==> config.mk <==
export PLATFORM = sky130hd
export DESIGN_NAME = tile_plotter
export DESIGN_NICKNAME = d
export VERILOG_FILES = /design/src/rtl/tile_plotter.sv
export SDC_FILE = /design/constraint.sdc
export NUM_CORES = 1
export LEC_CHECK = 0
export CAP_MARGIN = 40
export CORE_ASPECT_RATIO = 1.5
export CORE_MARGIN = 1
export CORE_UTILIZATION = 55
export CTS_BUF_LIST = sky130_fd_sc_hd__clkbuf_8
export CTS_CLUSTER_DIAMETER = 60
export DETAILED_ROUTE_END_ITERATION = 6
export PLACE_DENSITY_LB_ADDON = 0.15
export SLEW_MARGIN = 20
export SYNTH_ARGS = -nofsm -noshare
export SYNTH_HDL_FRONTEND = slang
export SYNTH_SLANG_ARGS = --single-unit
==> constraint.sdc <==
create_clock -name clock -period 4.1 [get_ports clock]
set_clock_uncertainty 0.2 [all_clocks]
set_input_delay 0.41 -clock clock [delete_from_list [all_inputs] [get_ports clock]]
set_output_delay 0.41 -clock clock [all_outputs]
set_load 0.01 [all_outputs]
==> src/rtl/tile_plotter.sv <==
// Rectangle raster engine feeding the 320x240 VGA adapter, one pixel per clock.
// Optional build macro TILE_PLOTTER_CLIP_EN masks plot for off-screen pixels.
module tile_plotter #(
  parameter int SCREEN_W = 320,
  parameter int SCREEN_H = 240
) (
  input  logic       clock,
  input  logic       resetn,
  input  logic       start,
  input  logic [8:0] x0,
  input  logic [7:0] y0,
  input  logic [5:0] w,
  input  logic [5:0] h,
  input  logic [2:0] color_in,
  output logic       busy,
  output logic       done,
  output logic       plot,
  output logic [8:0] X,
  output logic [7:0] Y,
  output logic [2:0] color
);

  typedef enum logic [1:0] {
    IDLE,
    DRAW,
    FIN
  } state_t;

  state_t     state_q, state_d;
  logic [8:0] ox_q, ox_d;
  logic [7:0] oy_q, oy_d;
  logic [5:0] w_q, w_d;
  logic [5:0] h_q, h_d;
  logic [2:0] col_q, col_d;
  logic [5:0] cx_q, cx_d;
  logic [5:0] cy_q, cy_d;
  logic       busy_q, busy_d;
  logic       done_q, done_d;
  logic       plot_q, plot_d;
  logic [8:0] x_q, x_d;
  logic [7:0] y_q, y_d;
  logic [2:0] color_q, color_d;

  logic [9:0] xs;
  logic [8:0] ys;
  logic       pix_ok;
  logic       last_col;
  logic       last_row;

  assign xs       = {1'b0, ox_q} + {4'b0, cx_q};
  assign ys       = {1'b0, oy_q} + {3'b0, cy_q};
  assign last_col = (cx_q == w_q - 6'd1);
  assign last_row = (cy_q == h_q - 6'd1);

`ifdef TILE_PLOTTER_CLIP_EN
  assign pix_ok = (xs < 10'(SCREEN_W)) && (ys < 9'(SCREEN_H));
`else
  // Caller keeps the rectangle on screen; the wide sums are simply truncated.
  logic unused_clip;
  assign unused_clip = &{xs[9], ys[8],
                         (xs < 10'(SCREEN_W)), (ys < 9'(SCREEN_H))};
  assign pix_ok = 1'b1;
`endif

  always_comb begin
    state_d = state_q;
    ox_d    = ox_q;
    oy_d    = oy_q;
    w_d     = w_q;
    h_d     = h_q;
    col_d   = col_q;
    cx_d    = cx_q;
    cy_d    = cy_q;
    busy_d  = 1'b0;
    done_d  = 1'b0;
    plot_d  = 1'b0;
    x_d     = x_q;
    y_d     = y_q;
    color_d = color_q;
    unique case (state_q)
      IDLE: begin
        // The cycle that shows done still ignores start.
        if (start && !done_q) begin
          ox_d    = x0;
          oy_d    = y0;
          w_d     = w;
          h_d     = h;
          col_d   = color_in;
          cx_d    = 6'd0;
          cy_d    = 6'd0;
          busy_d  = 1'b1;
          if (w == 6'd0 || h == 6'd0) begin
            state_d = FIN;
          end else begin
            state_d = DRAW;
          end
        end
      end
      DRAW: begin
        busy_d  = 1'b1;
        plot_d  = pix_ok;
        x_d     = xs[8:0];
        y_d     = ys[7:0];
        color_d = col_q;
        if (last_col) begin
          cx_d = 6'd0;
          cy_d = cy_q + 6'd1;
          if (last_row) begin
            state_d = FIN;
          end
        end else begin
          cx_d = cx_q + 6'd1;
        end
      end
      FIN: begin
        done_d  = 1'b1;
        state_d = IDLE;
      end
      default: begin
        state_d = IDLE;
      end
    endcase
  end

  always_ff @(posedge clock or negedge resetn) begin
    if (!resetn) begin
      state_q <= IDLE;
      ox_q    <= '0;
      oy_q    <= '0;
      w_q     <= '0;
      h_q     <= '0;
      col_q   <= '0;
      cx_q    <= '0;
      cy_q    <= '0;
      busy_q  <= 1'b0;
      done_q  <= 1'b0;
      plot_q  <= 1'b0;
      x_q     <= '0;
      y_q     <= '0;
      color_q <= '0;
    end else begin
      state_q <= state_d;
      ox_q    <= ox_d;
      oy_q    <= oy_d;
      w_q     <= w_d;
      h_q     <= h_d;
      col_q   <= col_d;
      cx_q    <= cx_d;
      cy_q    <= cy_d;
      busy_q  <= busy_d;
      done_q  <= done_d;
      plot_q  <= plot_d;
      x_q     <= x_d;
      y_q     <= y_d;
      color_q <= color_d;
    end
  end

  assign busy  = busy_q;
  assign done  = done_q;
  assign plot  = plot_q;
  assign X     = x_q;
  assign Y     = y_q;
  assign color = color_q;

endmodule
# Word level (Yosys, flattened, before mapping)
# Index checks and enable logic that the tools add are counted.
# word_totals
ff_bits	69
latchBits	0
mem_bits_rw	0
rom_bits	0
out_inout_bits	23
word_cells	52
memories	0
# op_classes
add_sub_neg	6
mul	0
div	0
magnitude_cmp	0
eq_ne	7
shifts	0
n_mux	14
n_bitwise	0
reduce_logical	11
# op_table
op	n
6-bit case mux with 2 select lines	2
6-bit 2-to-1 mux	3
6-bit by 1-bit adder with 6-bit output, second input constant	2
6-bit equality test	2
6-bit logical NOT	2
6-bit by 1-bit subtractor with 6-bit output, second input constant	2
9-bit by 6-bit adder with 9-bit output	1
8-bit by 6-bit adder with 8-bit output	1
2-bit 2-to-1 mux	4
2-bit != test, second input constant	3
3-bit AND reduction	2
2-bit case mux with 2 select lines	1
2-bit AND reduction	2
1-bit 2-to-1 mux	3
2-bit by 1-bit equality test with 1-bit output, second input constant	1
2-bit equality test, second input constant	1
2-bit logical NOT	1
1-bit case mux with 2 select lines	1
2-bit nonzero test	1
1-bit logical AND	1
1-bit logical NOT	1
1-bit logical OR	1

# Logic depth before layout (Yosys ltp)
# Gate-level depths: netlist of run 1.
# logic_depth
ltp_word	5
depth_mapped	9

# Least setup slack after synthesis of run 1
# Ideal clock, no wire load.
# synth_path
path_kind	flip-flop to flip-flop
from	register cx_q[0]
to	register x_q[6], in the netlist X[6]
arrival_time_ns	1.878
required_ns	3.764
setup_slack_ns	1.886
stages_incl_launch_ff	9
n_path_buf	0
period_less_slack_ns	2.214
path_cell_list	dfrtp_1 ha_1 fa_1 a21o_1 a21oi_1 o21bai_1 a21oi_1 xor2_1 o21ai_0
# synth_via
elab_chain_len	1
# synth_rtl
element	line_no	text
from (decl)	35	logic [5:0] cx_q, cx_d;
from (signal assigned)	133	cx_q <= '0;
from (signal assigned)	148	cx_q <= cx_d;
9-bit by 6-bit adder with 9-bit output	50	assign xs = {1'b0, ox_q} + {4'b0, cx_q};
to (signal assigned)	138	x_q <= '0;
to (signal assigned)	153	x_q <= x_d;
to (decl)	40	logic [8:0] x_q, x_d;
# No other way between the ends.
# A chain may end at the register's enable or synchronous reset.

# Worst setup path in the final report of run 1
# Ends and elaborated chain as after synthesis.

==> results of run 1 <==
==> metal layers <==
| metal | wire, µm | GRT usage (%) | part of all wire, % | vias to the layer above |
|---|---|---|---|---|
| met5 | 0 | 0 | 0 | - |
| met4 | 201 | 13.1 | 2.5 | 0 |
| met3 | 302 | 4.52 | 3.8 | 19 |
| met2 | 4150 | 46.6 | 52 | 82 |
| met1 | 3330 | 30.5 | 42 | 1455 |
| li1 | - | - | - | 1455 |
==> what timing repair did <==
item / CTS / global route
hold endpoints to repair: 15 / 0
hold buffers: 1 / 0
setup endpoints to repair: 0 / 0
==> worst paths after layout <==
kind,from,to,slack [ps],cells after the start
max,cx_q[0],X[6],1590,8
min,X[1],X[1],270,2
max reg2reg,cx_q[0],X[6],1590,8
min reg2reg,X[1],X[1],270,2
max in group asynchronous,resetn,cx_q[1],2500,4
min in group asynchronous,resetn,plot,300,2
==> layout make-up <==
class	instances	share of cell area [%]
multi-input cells	296	39.0
flip-flops and latches	69	38.2
well taps	74	2.05
repair buffers	62	13.7
clock inverters	7	3.07
inverters	16	1.33
clock buffers	9	2.74
==> critical path, stage by stage, from the launching register on <==
cell	delay [ps]
sky130_fd_sc_hd__dfrtp_1	480
sky130_fd_sc_hd__ha_1	260
sky130_fd_sc_hd__fa_1	400
sky130_fd_sc_hd__a21o_1	170
sky130_fd_sc_hd__a21oi_1	240
sky130_fd_sc_hd__o21bai_1	90
sky130_fd_sc_hd__a21oi_1	260
sky130_fd_sc_hd__xor2_1	180
sky130_fd_sc_hd__o21ai_0	90
==> registers in the layout, summed over array words and instances, names as in the netlist, 6 cells and up <==
name	cells
X	9
ox_q	9
Y	8
oy_q	8
cx_q	6
cy_q	6
h_q	6
w_q	6
==> Yosys cell counts, types with 2 or more instances <==
library cell               number
sky130_fd_sc_hd__nor4_1         2
sky130_fd_sc_hd__nand3_1        6
sky130_fd_sc_hd__nor3b_1        3
sky130_fd_sc_hd__a21o_1         4
sky130_fd_sc_hd__xor2_1         5
sky130_fd_sc_hd__a221oi_1       2
sky130_fd_sc_hd__clkbuf_1      13
sky130_fd_sc_hd__nand3b_1       2
sky130_fd_sc_hd__o211a_1        2
sky130_fd_sc_hd__nor2_1        16
sky130_fd_sc_hd__o21bai_1       2
sky130_fd_sc_hd__nand2_1      130
sky130_fd_sc_hd__nor3_1         6
sky130_fd_sc_hd__nor2b_1        4
sky130_fd_sc_hd__o21ai_0       25
sky130_fd_sc_hd__mux2i_1        3
sky130_fd_sc_hd__a211oi_1       2
sky130_fd_sc_hd__ha_1          16
sky130_fd_sc_hd__or3_1          2
sky130_fd_sc_hd__and3_1         3
sky130_fd_sc_hd__a21oi_1        7
sky130_fd_sc_hd__o31ai_1        6
sky130_fd_sc_hd__fa_1           2
sky130_fd_sc_hd__inv_1         16
sky130_fd_sc_hd__a22o_1         2
sky130_fd_sc_hd__dfrtp_1       69
sky130_fd_sc_hd__a31oi_1        3
sky130_fd_sc_hd__xnor2_1       15
sky130_fd_sc_hd__nand2b_1       4
==> placed cells by master (no fill, tap or decap), types with 7 or more instances in the layout <==
cell type                           n
sky130_fd_sc_hd__clkbuf_8           9
sky130_fd_sc_hd__o21ai_0           25
sky130_fd_sc_hd__dfrtp_1           69
sky130_fd_sc_hd__ha_1              16
sky130_fd_sc_hd__xnor2_1           15
sky130_fd_sc_hd__clkdlybuf4s50_1   56
sky130_fd_sc_hd__nor2_1            16
sky130_fd_sc_hd__inv_1             17
sky130_fd_sc_hd__a21oi_1            7
sky130_fd_sc_hd__nand2_1          130
==> cell families (layout without fill, tap and decap cells) <==
group | Yosys count | in the layout | synth area share (%)
simple gates | 186 | 186 | 22.7
buf+inv | 31 | 94 | 3.27
fa+ha+maj | 18 | 18 | 6.68
flops | 69 | 69 | 48.0
mux | 3 | 3 | 0.835
xor+xnor | 20 | 20 | 4.87
compound gates | 69 | 69 | 13.7
==> per-stage QoR <==
stage	hold slack [ps]	worst slack, ps	util (%)	total power [µW]
final	275	1590	72.7	3690
after global routing	298	1480	72.7	3970
after CTS	280	1580	72.7	3710
after detailed placement	152	1450	68.4	2960
after global placement	252	1470	68.0	2860
after floorplan	-85.6	1890	-	2400
==> report_power, final <==
group / switching (µW) / total [µW] / leakage (µW) / internal [µW]
clock: 268 / 731 / 0.000127 / 463
combinational: 897 / 1690 / 0.00111 / 790
sequential: 273 / 1270 / 0.000855 / 998
==> summary by stage, run 1 <==
Final layout
The final net count is 507. Leaving out filler cells and counting taps, the final layout contains 533. Relative to the synthesized area, the layout overhead comes to 25.7%. The number of antenna diodes in the final layout is 0. Fill cells in the final layout number 480. The finished layout cell area is 4520 µm². The proportion of layout cells with a drive suffix above 1 is 6.97%. The sequential standard cell area is 1730 µm².

The total area of multi-input combinational cells is 1760 µm².

Synthesis
After synthesis, the cell types taking the most area are sky130_fd_sc_hd__dfrtp_1, sky130_fd_sc_hd__nand2_1, sky130_fd_sc_hd__ha_1. The flop and latch count out of synthesis is 69. The number of nets in the synthesized netlist is 449. The async set or reset register ratio after synthesis is 100%.

The post-synth design cell area is 3600 µm². For this run, the leading register cell type out of synthesis is sky130_fd_sc_hd__dfrtp_1. The mean instance size in the synthesized netlist is 9.09 µm².

The synthesized design contains 0 enable-type register cells. Counting every instance in the synthesized netlist gives 396. For this run, the number of Yosys warnings is 0.

In this run the biggest area consumer among cell types represents 48.0% of the synthesized area. The count of different cell masters after synthesis is 53. For this run, the register share of the synthesized area comes to 48.0%. The cell type with the highest aggregate area in the netlist is sky130_fd_sc_hd__dfrtp_1.

Power and ir drop
The maximum ir drop on the vdd rail is 0.535 mV. Power spread over the standard cell area amounts to 816 nW/µm². The leakage dissipation is 0.00209 µW.

Global routing
The first global-routing pass estimated 13.6 mm of wire. Global routing used 26.8% of the available tracks. The initial antenna violation count was 0. The overall overflow remaining after global route is 0. The number of global-route vias before repair is 3053. Entering global routing, the biggest net connects 42 pins.

Critical path
The critical path startpoint category is a register. STA classifies the critical path endpoint as a register. The kind of critical path is reg -> reg. Of all nets on the critical path, the largest fanout is 6. The worst endpoint data arrival time is 2530 ps. STA puts the critical path data required time at 4120 ps.

Placement
The final estimated routing congestion in global placement is 0.827. The number of placed instances, taps included, is 516. The count of input and output buffers is 57. The sum of net half-perimeters after detailed placement is 5.60 mm. In this run the cell area measured after placement is 4250 µm².

Outcome
The flow ran to the end, and the final reports show no timing, DRC or antenna violations.

Floorplanning
The die covers 6880 µm². The number of cell rows is 35. The standard cell core area is 6220 µm².

Measured along the y axis, the die boundary spans 101 µm. The top-level port count is 58. The initial utilization of the core area, before any placement, comes to 57.9%. The width of the chip is 68.0 µm.

Worst hold path
In this run the worst hold path is classified as reg -> reg.

Clock network
The clock reaches the later pin of the worst-skew pair after 360 ps. For this design, the sink count on the clock tree is 69. The H-tree was split into 3 levels. After clock tree synthesis, the setup repair step added 0 buffers.

TritonCTS built the clock tree. The clock passes through at most 2 buffers. The tree is rooted in a sky130_fd_sc_hd__clkbuf_8. The clock transition at the register clock pins on the worst setup and hold paths after CTS is 70 ps. The CTS buffer count is 9.

The number of cells upsized or downsized after cts is 0.

Routing
For this block, the initial DRC count from the detailed router was 206. The residual DRC count is 0. The routed design has 7.98 mm of wire.

The overall via count from detail_route is 3011. The average vias per placed instance is 5.65. The number of iterations in the first detailed-routing pass is 4. The count of nets left with antenna violations once routing finished came out at 0. Dividing the detail-routed wire length by the instance count gives 15.0 µm.

STA
The final-report max-slew violation count was 0. The slew of the pin with the lowest slew margin is 712 ps. The final setup violation count is 0.

The hold violation count in the final report is 0. After routing, the total negative slack on setup checks comes to 0 ps. The worst slew margin relative to its limit is 52.5%. The clock period could shrink to 2510 ps.

The final cycle utilization of the critical path is 61.3%. Setup repair after global routing left no endpoint under its margin. Static timing analysis puts the maximum clock frequency at 0.398 GHz.

Job
Across the run, the number of max-cap violations was 0.
(Power assumes the default switching activity.)
==> run 2, diff against run 1 <==
==> constraint.sdc (replaced) <==
create_clock -name clock -period 2.4 [get_ports clock]
set_clock_uncertainty 0.2 [all_clocks]
set_input_delay 0.24 -clock clock [delete_from_list [all_inputs] [get_ports clock]]
set_output_delay 0.24 -clock clock [all_outputs]
set_load 0.01 [all_outputs]
==> run 2 against run 1 <==
  * Sequential share of layout area down 0.44 points
  * Non-clock buffer count increased by 14
  * Register-to-register slack got worse by 1500 ps
  * Largest power group unchanged
  * Sequential cell count unchanged
  * Die area did not move
  * Sequential power grew 65%
  * Core utilization is 0.85 points higher
  * Clock power rose by 19%
  * Fmax grew 7.0%
  * Critical path depth fell by 1
  * Wire length grew 0.71%
  * First-iteration DRC count rose by 9.7%
==> summary by stage, run 2 (synthesis results as in run 1) <==
Critical path
The number of cells traversed by the worst register-to-register path is 7 (was 8). The critical path startpoint category is a register (unchanged). The start point of the critical path is w_q[0] (was cx_q[0]).

The maximum fanout along the worst path is 9 (was 6). The critical path's largest stage delay is 430 ps (was 480 ps). The library cell contributing the largest single delay on the critical path is sky130_fd_sc_hd__a2111oi_4 (was sky130_fd_sc_hd__dfrtp_1). The source of the worst register-to-register timing path is w_q[0] (was cx_q[0]). The critical path required time is 2480 ps (was 4120 ps). The kind of end point of the critical path is a register (unchanged).

Ordered cell list for the critical path: inv_1, ha_1, xnor2_1, a2111oi_4, nand2_2, nor2_1, o22a_1 (was ha_1, fa_1, a21o_1, a21oi_1, o21bai_1, a21oi_1, xor2_1, o21ai_0). The endpoint of the lowest-slack register-to-register path is cy_q[0] (was X[6]). The kind of critical path is reg -> reg (unchanged).

The worst endpoint data arrival time is 2430 ps (was 2530 ps). The slack of the worst reg-to-reg path is 50 ps (was 1590 ps).

Clock network
The total number of H-tree levels came to 3 (unchanged). The TritonCTS clock tree is done (unchanged). The library cell used as clock root buffer was sky130_fd_sc_hd__clkbuf_8 (unchanged). The clock latency on the worst-skew pair was 350 ps (was 360 ps). The CTS buffer count is 9 (unchanged). The CTS sink count is 69 (unchanged). The maximum root-to-sink buffer count is 2 (unchanged). The clock transition at the register clock pins on the worst setup and hold paths after CTS was 70 ps (about the same).

Final layout
Top library cells by usage in the layout, fill and taps aside: sky130_fd_sc_hd__nand2_1, sky130_fd_sc_hd__dfrtp_1, sky130_fd_sc_hd__clkdlybuf4s50_1 (unchanged). The synthesis-to-layout area growth is 27.2% (was 25.7%). The most frequent standard cell in the layout excluding fill and tap cells is sky130_fd_sc_hd__nand2_1 (unchanged). The final net count is 521 (was 507). The proportion of layout cells with a drive suffix above 1 is 9.75% (was 6.97%). The post-layout utilization of the core is 73.6% (was 72.7%). The antenna diode count came to 0 (unchanged).

Placement
The final estimated routing congestion in global placement was 0.813 (was 0.827). The count of input and output buffers is 57 (unchanged). The sum of net half-perimeters after detailed placement is 5.68 mm (was 5.60 mm).

STA
The final-layout setup total negative slack is 0 ps (unchanged). The final period demand of the worst path is 2350 ps (was 2510 ps). The hold violation count in the final report is 0 (unchanged).

The final-report max-slew violation count was 0 (unchanged). The worst slew margin relative to its limit is 68.8% (was 52.5%). The maximum clock frequency is 0.426 GHz (was 0.398 GHz). The final cycle utilization of the critical path is 97.8% (was 61.3%). The final setup violation count is 0 (unchanged).

The slew of the pin with the lowest slew margin is 466 ps (was 712 ps).

Worst hold path
The class of the worst hold path was in -> async (was reg -> reg).

Floorplanning
The die area is 6880 µm² (unchanged). The number of cell rows came to 35 (unchanged). The initial standard-cell utilization of the core came to 57.9% (unchanged). The top-level port count is 58 (unchanged). The standard cell core area was 6220 µm² (unchanged). The width of the chip is 68.0 µm (unchanged). The height of the chip is 101 µm (unchanged).

Power and ir drop
The cell area power density is 1330 nW/µm² (was 816 nW/µm²). The clock group share of total power came to 14.3% (was 19.8%). The proportion of total power due to net switching is 40.5% (was 39.0%). The leakage dissipation is 0.00214 µW (was 0.00209 µW). The total internal power came to 3630 µW (was 2250 µW). The part of the total power dissipated in combinational logic is 51.5% (was 45.7%). The total power draw came to 6100 µW (was 3690 µW). The power share of the sequential group came to 34.2% (was 34.4%). The maximum ir drop on the vdd rail is 0.791 mV (was 0.535 mV). The power dissipated by switching net loads was 2470 µW (was 1440 µW).

Global routing
The met2 track demand over resource in global routing is 44.6% (was 46.6%). The wire length of the first global-routing pass is 13.4 mm (was 13.6 mm). The largest net degree at the start of global routing is 42 (unchanged). The global-route usage over all layers was 26.4% (was 26.8%).

The initial antenna violation count is 0 (unchanged). The number of global-route vias before repair was 2943 (was 3053). The met1 usage came to 33.0% (was 30.5%). The most crowded layer after global routing is met2 (unchanged). The overall overflow remaining after global route is 0 (unchanged). The met3 demand-to-capacity share in global routing is 3.73% (was 4.52%).

Routing
The number of design-rule violations left by the first detailed-router iteration was 226 (was 206). The routed wire length per instance is 14.7 µm (was 15.0 µm). The number of iterations in the first detailed-routing pass came to 5 (was 4). The remaining antenna violation count is 0 (unchanged). The residual DRC count is 0 (unchanged). The overall via count from detail_route came to 3019 (was 3011). The wire length reported by the detailed router came to 8.04 mm (was 7.98 mm).

The average vias per placed instance is 5.53 (was 5.65).

Outcome
Outcome: finished clean (unchanged).

Job
The max-capacitance violation count is 0 (unchanged).
[run 2: worst max path at each step]
stage / to / slack (ps) / cells past startpoint
floorplan: X[6] / 190 / 8
global placement: X[6] / 180 / 8
detailed placement: X[6] / 120 / 8
CTS: Y[6] / 90 / 9
global route: cy_q[4] / -30 / 7
finish: cy_q[0] / 50 / 7
[run 2: cell type report]
class,count,area (µm²)
Fill cell,482,1640
Multi-Input combinational cell,296,1770
Timing Repair Buffer,76,748
Tap cell,74,92.6
Inverter,16,60.1
Sequential cell,69,1730
Clock buffer,12,165
Clock inverter,3,12.5
[run 2: worst max-delay path, delay by kind of cell (launching register included)]
kind            cells  cell delay, ps
compound gates      2             630
simple gates        2             480
flops               1             400
fa+ha+maj           1             310
xor+xnor            1             170
buf+inv             1              80
[run 2: power by group through the flow]
| stage | logic [µW] | clock network (µW) | registers (µW) |
|---|---|---|---|
| 2_1_floorplan | 1950 | 0 | 2150 |
| 6_report | 3150 | 871 | 2090 |
| 5_1_grt | 3520 | 932 | 2160 |
| 3_5_place_dp | 3070 | 0 | 2110 |
| 4_1_cts | 3110 | 878 | 2090 |
| 3_3_place_gp | 2970 | 0 | 2080 |
[run 2: per-layer routing]
metal	part of all wire (%)	wire length, µm
met1	43	3450
met3	4.1	329
met2	51	4100
met4	2.0	159
met5	0	0
[run 2: through the flow]
stage                     setup WS (ps)  hold slack, ps  cells  instance area, µm²
after floorplan                     186            -256    396                3600
after global placement              176             152    528                4350
after detailed placement            118             160    528                4350
after CTS                          92.1             210    544                4540
after global routing              -26.1            87.5    546                4580
final                              51.6            60.3    546                4580
[run 2: repair_timing]
action	4_1_cts	5_1_grt
setup buffers	0	1
endpoints found under the hold margin	31	0
gates resized for setup	0	3
setup endpoints to repair	0	4
hold buffers	1	0
==> run 3, diff against run 2 <==
--- a/config.mk
+++ b/config.mk
@@ -5,7 +5,6 @@
 export SDC_FILE = /design/constraint.sdc
 export NUM_CORES = 1
 export LEC_CHECK = 0
-export CAP_MARGIN = 40
 export CORE_ASPECT_RATIO = 1.5
 export CORE_MARGIN = 1
 export CORE_UTILIZATION = 55
@@ -13,7 +12,7 @@
 export CTS_CLUSTER_DIAMETER = 60
 export DETAILED_ROUTE_END_ITERATION = 6
 export PLACE_DENSITY_LB_ADDON = 0.15
-export SLEW_MARGIN = 20
+export SLEW_MARGIN = 40
 export SYNTH_ARGS = -nofsm -noshare
 export SYNTH_HDL_FRONTEND = slang
 export SYNTH_SLANG_ARGS = --single-unit
==> run 3 against run 2 <==
  * Combinational power hardly changed
  * Setup slack better by 28 ps
  * Core utilization is 0.28 points lower
  * Sequential share of layout area is 0.15 points higher
  * Sequential power hardly changed
  * Power is 0.13% lower
  * Largest cell class unchanged
  * Sequential cell count stayed put
  * Critical path type unchanged
==> summary by stage, run 3 (synthesis results as in run 1) <==
Outcome
Outcome: finished clean (unchanged).

Clock network
The CTS sink count is 69 (unchanged). The clock transition at the register clock pins on the worst setup and hold paths after CTS is 70 ps (about the same). The library cell used as clock root buffer is sky130_fd_sc_hd__clkbuf_8 (unchanged). The clock latency on the worst-skew pair came to 350 ps (about the same). The CTS buffer count is 9 (unchanged).

The total number of H-tree levels is 3 (unchanged). The TritonCTS clock tree is done (unchanged). The maximum root-to-sink buffer count came to 2 (unchanged).

Critical path
The worst endpoint data arrival time was 2340 ps (was 2430 ps). The kind of end point of the critical path is a register (unchanged). The critical path's largest stage delay is 420 ps (was 430 ps).

The source of the worst register-to-register timing path is w_q[0] (unchanged). The maximum fanout along the worst path is 9 (unchanged). The library cell contributing the largest single delay on the critical path is sky130_fd_sc_hd__a2111oi_4 (unchanged). The number of cells traversed by the worst register-to-register path was 7 (unchanged). The kind of critical path is reg -> reg (unchanged).

The slack of the worst reg-to-reg path was 80 ps (was 50 ps). The critical path startpoint category was a register (unchanged). The critical path required time is 2420 ps (was 2480 ps). Ordered cell list for the critical path: inv_1, ha_1, xnor2_1, a2111oi_4, nand2_2, o311ai_2, o41ai_1 (was inv_1, ha_1, xnor2_1, a2111oi_4, nand2_2, nor2_1, o22a_1). The endpoint of the lowest-slack register-to-register path is cy_q[3] (was cy_q[0]).

Routing
The overall via count from detail_route was 3000 (was 3019). The residual DRC count is 0 (unchanged). The number of iterations in the first detailed-routing pass is 5 (unchanged). The routed wire length per instance is 14.7 µm (about the same). The number of design-rule violations left by the first detailed-router iteration is 201 (was 226). The average vias per placed instance is 5.50 (was 5.53). The wire length reported by the detailed router is 8.02 mm (was 8.04 mm). The remaining antenna violation count is 0 (unchanged).

Global routing
The wire length of the first global-routing pass is 13.4 mm (unchanged). The overall overflow remaining after global route is 0 (unchanged). The met3 demand-to-capacity share in global routing is 3.73% (unchanged). The global-route usage over all layers came to 26.4% (unchanged). The number of global-route vias before repair came to 2943 (unchanged). The met1 usage is 33.0% (unchanged). The largest net degree at the start of global routing is 42 (unchanged). The most crowded layer after global routing is met2 (unchanged). The initial antenna violation count is 0 (unchanged).

The met2 track demand over resource in global routing is 44.6% (unchanged).

Job
The max-capacitance violation count is 0 (unchanged).

Final layout
The proportion of layout cells with a drive suffix above 1 is 9.55% (was 9.75%). The final net count is 520 (was 521). The antenna diode count is 0 (unchanged).

The count of placed standard cells in the final layout, fillers left out was 545 (was 546). Top library cells by usage in the layout, fill and taps aside: sky130_fd_sc_hd__nand2_1, sky130_fd_sc_hd__dfrtp_1, sky130_fd_sc_hd__clkdlybuf4s50_1 (unchanged). The synthesis-to-layout area growth is 26.7% (was 27.2%). The most frequent standard cell in the layout excluding fill and tap cells is sky130_fd_sc_hd__nand2_1 (unchanged).

The filler cell count in the final layout is 485 (was 482). The post-layout utilization of the core is 73.3% (was 73.6%).

Floorplanning
The height of the chip is 101 µm (unchanged). The standard cell core area is 6220 µm² (unchanged). The die area is 6880 µm² (unchanged). The width of the chip is 68.0 µm (unchanged). The initial standard-cell utilization of the core is 57.9% (unchanged).

The top-level port count was 58 (unchanged). The number of cell rows was 35 (unchanged).

Power and ir drop
The power dissipated by switching net loads came to 2470 µW (about the same). The maximum ir drop on the vdd rail came to 0.790 mV (was 0.791 mV). The power share of the sequential group is 34.2% (about the same). The leakage dissipation came to 0.00213 µW (was 0.00214 µW). The part of the total power dissipated in combinational logic came to 51.5% (about the same). The clock group share of total power is 14.3% (about the same). The cell area power density came to 1340 nW/µm² (was 1330 nW/µm²). The proportion of total power due to net switching is 40.4% (was 40.5%). The total internal power is 3630 µW (about the same).

STA
The final-report max-slew violation count is 0 (unchanged). The final period demand of the worst path was 2320 ps (was 2350 ps). The maximum clock frequency is 0.431 GHz (was 0.426 GHz). The final-layout setup total negative slack is 0 ps (unchanged).

The final setup violation count is 0 (unchanged). The worst slew margin relative to its limit was 68.6% (was 68.8%). The final cycle utilization of the critical path is 96.7% (was 97.8%). The worst path setup slack after routing is 79.5 ps (was 51.6 ps). The slew of the pin with the lowest slew margin is 469 ps (was 466 ps). The hold violation count in the final report is 0 (unchanged).

Worst hold path
The class of the worst hold path is in -> async (unchanged).

Placement
The worst-case setup slack after placement is 118 ps (unchanged). The sum of net half-perimeters after detailed placement is 5.68 mm (unchanged). The final estimated routing congestion in global placement is 0.813 (unchanged). The count of input and output buffers is 57 (unchanged). The count of placed standard cells including taps was 528 (unchanged).
run 3: changes by cell type in the layout (fill, tap and decap cells not counted), sizes merged:
| cell | delta |
|---|---|
| buf | -1 |
run 3: metrics by stage:
| step | power, µW | area (µm²) | hold WS (ps) |
|---|---|---|---|
| 2_1_floorplan | 4100 | 3600 | -256 |
| 3_3_place_gp | 5050 | 4350 | 152 |
| 3_5_place_dp | 5180 | 4350 | 160 |
| 4_1_cts | 6080 | 4540 | 210 |
| 5_1_grt | 6600 | 4560 | 227 |
| 6_report | 6100 | 4560 | 179 |
run 3: how the worst max path moves through the flow:
stage / start / to / slack [ps] / cells past startpoint
2_1_floorplan: cx_q[0] / X[6] / 190 / 8
3_3_place_gp: ox_q[0] / X[6] / 180 / 8
3_5_place_dp: ox_q[0] / X[6] / 120 / 8
4_1_cts: oy_q[0] / Y[6] / 90 / 9
5_1_grt: w_q[0] / cy_q[4] / -30 / 7
6_report: w_q[0] / cy_q[3] / 80 / 7
run 3: worst max-delay path, delay by kind of cell, from the launching register on:
family                     cells  cell delay, ps
and+or+nand+nor                1             210
buffers and inverters          1              80
xor gates and xnor gates       1             180
adders and majority gates      1             310
DFF                            1             400
AOI/OAI and AO/OA              3             810
run 3: timing repair:
item / in CTS / in global routing
gates resized for setup: 0 / 3
hold buffers: 1 / 0
setup endpoints to repair: 0 / 4
hold endpoints to repair: 31 / 0
buffers inserted: 0 / 1
run 3: area by class of cell:
type | instances | area [µm²] | area share (%)
Clock buffer | 12 | 165 | 3.62
Sequential cell | 69 | 1730 | 37.9
Tap cell | 74 | 92.6 | 2.03
Timing Repair Buffer | 75 | 731 | 16.0
Clock inverter | 3 | 12.5 | 0.274
Inverter | 16 | 60.1 | 1.32
Multi-Input combinational cell | 296 | 1770 | 38.8
run 3: power by group through the flow:
stage	Combinational [µW]	Clock, µW	Sequential, µW
5_1_grt	3520	932	2160
4_1_cts	3110	878	2090
3_3_place_gp	2970	0	2080
6_report	3140	869	2090
3_5_place_dp	3070	0	2110
2_1_floorplan	1950	0	2150
run 3: routing by layer:
metal  part of all wire, %  vias to the layer above
met3                   3.7                       14
li1                      -                     1481
met2                    51                       68
met1                    43                     1437
met4                   1.6                        0
met5                     0                        -
